--- src/rtl/checkerboard_pkg.sv ---
// Shared constants for the checkerboard board-state write path: FSM encoding,
// cell values and board geometry.
package checkerboard_pkg;

  localparam int BOARD_ADDR_W = 6;
  localparam int BOARD_DEPTH  = 64;

  localparam logic [1:0] EMPTY = 2'b00;
  localparam logic [1:0] BLACK = 2'b01;
  localparam logic [1:0] WHITE = 2'b10;

  typedef enum logic [1:0] {
    ST_IDLE  = 2'd0,
    ST_CLEAR = 2'd1,
    ST_DONE  = 2'd2
  } state_e;

endpackage

--- src/rtl/checkerboard_rr_arb2.sv ---
// Two-way round-robin grant. The pointer names the requester that wins a tie
// and moves to the loser after every grant.
module checkerboard_rr_arb2 (
  input  logic       clk,
  input  logic       rst_n,
  input  logic [1:0] valid,
  input  logic       enable,
  output logic [1:0] grant
);

  logic ptr_q;
  logic ptr_d;

  always_comb begin
    grant = 2'b00;
    if (enable) begin
      if (valid == 2'b11) begin
        grant = ptr_q ? 2'b10 : 2'b01;
      end else begin
        grant = valid;
      end
    end
  end

  always_comb begin
    ptr_d = ptr_q;
    if (grant[0]) begin
      ptr_d = 1'b1;
    end else if (grant[1]) begin
      ptr_d = 1'b0;
    end
  end

  always_ff @(posedge clk or negedge rst_n) begin
    if (!rst_n) begin
      ptr_q <= 1'b0;
    end else begin
      ptr_q <= ptr_d;
    end
  end

endmodule

--- src/rtl/checkerboard_wr_arbiter.sv ---
// Owns the board RAM write port: round-robin between two requesters plus a
// full-board clear sweep. CHECKERBOARD_CLEAR_ON_RESET_EN sweeps after reset.
module checkerboard_wr_arbiter
  import checkerboard_pkg::*;
#(
  parameter int              ADDR_W    = BOARD_ADDR_W,
  parameter int              DATA_W    = 2,
  parameter int              DEPTH     = BOARD_DEPTH,  // must be 2**ADDR_W
  parameter logic [DATA_W-1:0] EMPTY_VAL = DATA_W'(EMPTY)
) (
  input  logic              clk,
  input  logic              rst_n,
  input  logic              clear_req,
  output logic              clear_busy,
  output logic              clear_done,
  input  logic              req0_valid,
  output logic              req0_ready,
  input  logic [ADDR_W-1:0] req0_addr,
  input  logic [DATA_W-1:0] req0_data,
  input  logic              req1_valid,
  output logic              req1_ready,
  input  logic [ADDR_W-1:0] req1_addr,
  input  logic [DATA_W-1:0] req1_data,
  output logic              ram_wr_en,
  output logic [ADDR_W-1:0] ram_wr_addr,
  output logic [DATA_W-1:0] ram_wr_data
);

`ifdef CHECKERBOARD_CLEAR_ON_RESET_EN
  localparam state_e RESET_STATE = ST_CLEAR;
`else
  localparam state_e RESET_STATE = ST_IDLE;
`endif

  localparam logic [ADDR_W-1:0] LAST_ADDR = ADDR_W'(DEPTH - 1);

  state_e            state_q, state_d;
  logic [ADDR_W-1:0] cnt_q, cnt_d;
  logic              ram_wr_en_q, ram_wr_en_d;
  logic [ADDR_W-1:0] ram_wr_addr_q, ram_wr_addr_d;
  logic [DATA_W-1:0] ram_wr_data_q, ram_wr_data_d;
  logic              clear_busy_q, clear_busy_d;
  logic              clear_done_q, clear_done_d;
  logic [1:0]        grant;
  logic              arb_en;

  // Clear entry and requester acceptance are mutually exclusive, so an
  // accepted write can never be interleaved with the sweep.
  assign arb_en = rst_n && (state_q == ST_IDLE) && !clear_req;

  checkerboard_rr_arb2 u_arb (
    .clk    (clk),
    .rst_n  (rst_n),
    .valid  ({req1_valid, req0_valid}),
    .enable (arb_en),
    .grant  (grant)
  );

  assign req0_ready  = grant[0];
  assign req1_ready  = grant[1];
  assign ram_wr_en   = ram_wr_en_q;
  assign ram_wr_addr = ram_wr_addr_q;
  assign ram_wr_data = ram_wr_data_q;
  assign clear_busy  = clear_busy_q;
  assign clear_done  = clear_done_q;

  always_ff @(posedge clk or negedge rst_n) begin
    if (!rst_n) begin
      state_q <= RESET_STATE;
      cnt_q   <= '0;
    end else begin
      state_q <= state_d;
      cnt_q   <= cnt_d;
    end
  end

  always_comb begin
    state_d = state_q;
    cnt_d   = cnt_q;
    unique case (state_q)
      ST_IDLE: begin
        cnt_d = '0;
        if (clear_req) begin
          state_d = ST_CLEAR;
        end
      end
      ST_CLEAR: begin
        cnt_d = cnt_q + ADDR_W'(1);
        if (cnt_q == LAST_ADDR) begin
          state_d = ST_DONE;
        end
      end
      ST_DONE: begin
        state_d = ST_IDLE;
      end
      default: begin
        state_d = ST_IDLE;
      end
    endcase
  end

  // Every RAM-facing output is registered: a handshake or sweep step in one
  // cycle appears on the write port in the next.
  always_comb begin
    ram_wr_en_d   = 1'b0;
    ram_wr_addr_d = ram_wr_addr_q;
    ram_wr_data_d = ram_wr_data_q;
    clear_busy_d  = 1'b0;
    clear_done_d  = 1'b0;
    unique case (state_q)
      ST_IDLE: begin
        if (grant[0]) begin
          ram_wr_en_d   = 1'b1;
          ram_wr_addr_d = req0_addr;
          ram_wr_data_d = req0_data;
        end else if (grant[1]) begin
          ram_wr_en_d   = 1'b1;
          ram_wr_addr_d = req1_addr;
          ram_wr_data_d = req1_data;
        end
      end
      ST_CLEAR: begin
        ram_wr_en_d   = 1'b1;
        ram_wr_addr_d = cnt_q;
        ram_wr_data_d = EMPTY_VAL;
        clear_busy_d  = 1'b1;
      end
      ST_DONE: begin
        clear_done_d = 1'b1;
      end
      default: begin
        ram_wr_en_d = 1'b0;
      end
    endcase
  end

  always_ff @(posedge clk or negedge rst_n) begin
    if (!rst_n) begin
      ram_wr_en_q   <= 1'b0;
      ram_wr_addr_q <= '0;
      ram_wr_data_q <= '0;
      clear_busy_q  <= 1'b0;
      clear_done_q  <= 1'b0;
    end else begin
      ram_wr_en_q   <= ram_wr_en_d;
      ram_wr_addr_q <= ram_wr_addr_d;
      ram_wr_data_q <= ram_wr_data_d;
      clear_busy_q  <= clear_busy_d;
      clear_done_q  <= clear_done_d;
    end
  end

endmodule
--- config.mk ---
export PLATFORM = sky130hd
export DESIGN_NAME = checkerboard_wr_arbiter
export DESIGN_NICKNAME = d
export VERILOG_FILES = /design/src/rtl/checkerboard_pkg.sv /design/src/rtl/checkerboard_rr_arb2.sv /design/src/rtl/checkerboard_wr_arbiter.sv
export SDC_FILE = /design/constraint.sdc
export NUM_CORES = 1
export LEC_CHECK = 0
export ABC_AREA = 1
export CORE_UTILIZATION = 46
export DETAILED_ROUTE_END_ITERATION = 6
export GPL_ROUTABILITY_DRIVEN = 0
export PLACE_DENSITY = 0.78
export SYNTH_ARGS = -nofsm -noshare
export SYNTH_HDL_FRONTEND = slang
export SYNTH_SLANG_ARGS = --single-unit
--- constraint.sdc ---
create_clock -name clk -period 1.31 [get_ports clk]
set_input_delay 0.262 -clock clk [delete_from_list [all_inputs] [get_ports clk]]
set_output_delay 0.262 -clock clk [all_outputs]
set_load 0.005 [all_outputs]
==> flow_metrics.py <==
metrics = {
    "run_status": {
        "status": "finished, violations left",
        "violations": "negative setup slack",
    },
    "critical_path": {
        "required_ps": 1050,
        "crit_type": "register to output pin",
        "cp.arrival_ps": 1240,
        "cp-end-kind": "output pin",
        "startpoint_type": "register",
        "crit_path_max_fanout": 2,
    },
    "synth": {
        "synth_xor_area_share_pct": 0,
        "yosysTopAreaCellShare_pct": 44.1,
        "synth_area_sq_um": 1130,
        "muxShareOfSynthArea_pct": 0,
        "yosysWarnings": 0,
        "synth_top_family_by_area": "simple AND/OR/NAND/NOR gates",
        "synth_nets": 169,
        "avgSynthCellArea_sq_um": 7.72,
        "yosysTopAreaCell": "dfrtp_1",
        "synth-simple-area-share_pct": 37.8,
        "yosysUniqueCellTypes": 25,
        "synthCells": 147,
        "synth.area.top_cells": "dfrtp_1, nand2_1, nand3_1, inv_1, nand2_2",
        "synth-seq-cells": 20,
        "yosys.area_share.adder_pct": 1.10,
        "yosysSeqAreaShare_pct": 44.1,
        "synth_compound_area_share_pct": 6.95,
    },
    "detailed_routing": {
        "dr_total_vias": 1126,
        "post_drt_via_cell_ratio": 4.81,
        "ant_nets": 0,
        "dr.pass1.iters": 4,
        "routed_wl_um": 2630,
        "wire_per_inst_um": 11.2,
        "drc": 0,
        "drt_iter0_drc": 7,
    },
    "timing": {
        "rsz0062_at_grt": "true",
        "worst_slew_pin_slew_ps": 300,
        "finalSetupTns_ps": -350,
        "period_needed_ps": 1500,
        "final-hold-violation-count": 0,
        "period_share_pct": 115,
        "clock.fmax_ghz": 0.666,
        "max-slew-margin-rel_pct": 79.8,
        "worst_slack_ps": -192,
        "skew_ps": 3.92,
        "final-setup-viol-count": 9,
        "report.final.slew_viol_count": 0,
    },
    "die": {
        "io_pins": 34,
        "dieHeight_um": 51.7,
        "initial_utilization_pct": 49.9,
        "die_area_sq_um": 2670,
        "core_sq_um": 2280,
        "num_rows": 17,
        "die_w_um": 51.7,
    },
    "clocking": {
        "cts_buffer_depth": 2,
        "clkTransAtPathRegs_ps": 120,
        "clk_latency_ps": 290,
        "cts.htree.levels": 1,
        "numClockSinks": 20,
        "cts_made_buffers": 3,
        "cts_tree": "yes",
        "cts-root-buf": "clkbuf_4",
    },
    "global_route": {
        "grtUsageTotal_pct": 22.7,
        "grt_pass1_wl_um": 4490,
        "grt_pass1_vias": 1086,
        "grt-ovfl-total": 0,
        "grt_max_degree": 21,
        "antenna_found_initial": 0,
    },
    "finish": {
        "antenna_cells": 0,
        "drive_gt1_share_pct": 28.2,
        "final_common_cell": "nand2_1",
        "final_core_util_pct": 75.6,
        "area_growth_pct": 51.6,
        "most-common-layout-cells": "nand2_1, buf_4, dfrtp_1, inv_1, clkdlybuf4s50_1",
        "final_nets": 229,
        "instances_no_fill": 234,
        "nFillCells": 177,
    },
    "pwr": {
        "p_clk_share_pct": 32.9,
        "ir_worst_vdd_v": 0.000481,
        "switching_share_pct": 21.7,
        "p_leak_uw": 0.000968,
        "p_switching_uw": 236,
        "powerDensity_nw_per_um2": 633,
        "internal_power_uw": 853,
        "power_frac_comb_pct": 10.1,
        "sequentialPowerShare_pct": 57.0,
        "total_power_uw": 1090,
    },
    "place": {
        "numPortBuffers": 33,
        "dp_hpwl_um": 2060,
        "dpl.cell_count": 223,
        "detailedPlace.worstSlack_ps": -579,
    },
    "flow_run": {
        "cap_violations": 0,
    },
    "hold_path": {
        "hold_class": "input pin to async pin",
    },
}
==> cells by family after synthesis <==
kind of cell | count (synthesis)
AO/OA/AOI/OAI | 12
buffers and inverters | 26
flip-flops | 20
AND/OR/NAND/NOR | 88
adder cells (fa/ha/maj) | 1
==> synthesized netlist by cell type, drive strengths merged <==
| cell type | n |
|---|---|
| nand2 | 57 |
| nand3 | 17 |
| a31oi | 1 |
| a21oi | 1 |
| nand4 | 1 |
| clkinv | 2 |
| inv | 23 |
| dfrtp | 20 |
| o22ai | 1 |
| nor2 | 10 |
| o211ai | 1 |
| nor4 | 2 |
| buf | 1 |
| ha | 1 |
| nor3 | 1 |
| o21ai | 7 |
| a22oi | 1 |
==> critical path, cell delays in order (launching register included) <==
cell and delay [ps]:
dfrtp_1 420, inv_4 70, nand2_4 60, nor2_8 100, buf_6 110, nand2_4 50
clkinv_4 50, buf_6 80
==> stage by stage <==
stage / instance area [sq um] / hold WS (ps)
6_report: 1720 / 237
5_1_grt: 1720 / 263
4_1_cts: 1690 / 252
3_5_place_dp: 1610 / 464
3_3_place_gp: 1610 / 461
2_1_floorplan: 1130 / -33.6
==> power groups by stage <==
stage          clock [uW]  combinational, uW  sequential (uW)
2_1_floorplan           0               23.1              632
3_3_place_gp            0                109              632
3_5_place_dp            0                112              632
4_1_cts               366                110              620
5_1_grt               396                122              621
6_report              359                110              620
==> path summary, 6_finish.rpt <==
| check | startpoint | to | slack (ps) | cells after the start |
|---|---|---|---|---|
| worst max-delay path | state_q[1] | req0_ready | -190 | 7 |
| min in group clk | clear_req | state_q[0] | 470 | 3 |
| max in group asynchronous | rst_n | cnt_q[0] | 850 | 3 |
| worst min register to register | ram_wr_addr[2] | ram_wr_addr[2] | 480 | 2 |
| worst min-delay path | rst_n | state_q[1] | 240 | 3 |
| worst max register to register | state_q[1] | ram_wr_addr[5] | -20 | 7 |
==> layout make-up <==
cell class	instances	area (sq um)	share of cell area, %
Multi-Input combinational cell	101	553	32.1
Sequential cell	20	502	29.2
Inverter	25	106	6.18
Timing Repair Buffer	56	488	28.4
Tap cell	28	35.0	2.04
Clock buffer	4	36.3	2.11
==> what timing repair did <==
item / in CTS / in global routing
resized for setup: 36 / 5
hold buffers: 0 / 0
buffers inserted: 5 / 2
endpoints found under the setup margin: 22 / 12
endpoints found under the hold margin: 0 / 0
pin swaps: 4 / 4
==> sequential cells by signal (all words and copies together), names as in the netlist <==
name	flops
clear_busy	1
ram_wr_data	2
state_q	2
ram_wr_en	1
ram_wr_addr	6
cnt_q	6
u_arb.ptr_q	1
clear_done	1
==> metal layers <==
layer | routed length (um) | vias to the layer above | share of wire (%) | global-route usage [%]
li1 | - | 577 | - | -
met1 | 1070 | 521 | 41 | 25.9
met2 | 1450 | 24 | 55 | 42.0
met3 | 84 | 4 | 3.2 | 4.09
met4 | 34 | 0 | 1.3 | 8.11
met5 | 0 | - | 0 | 0
(Power assumes the default switching activity.)
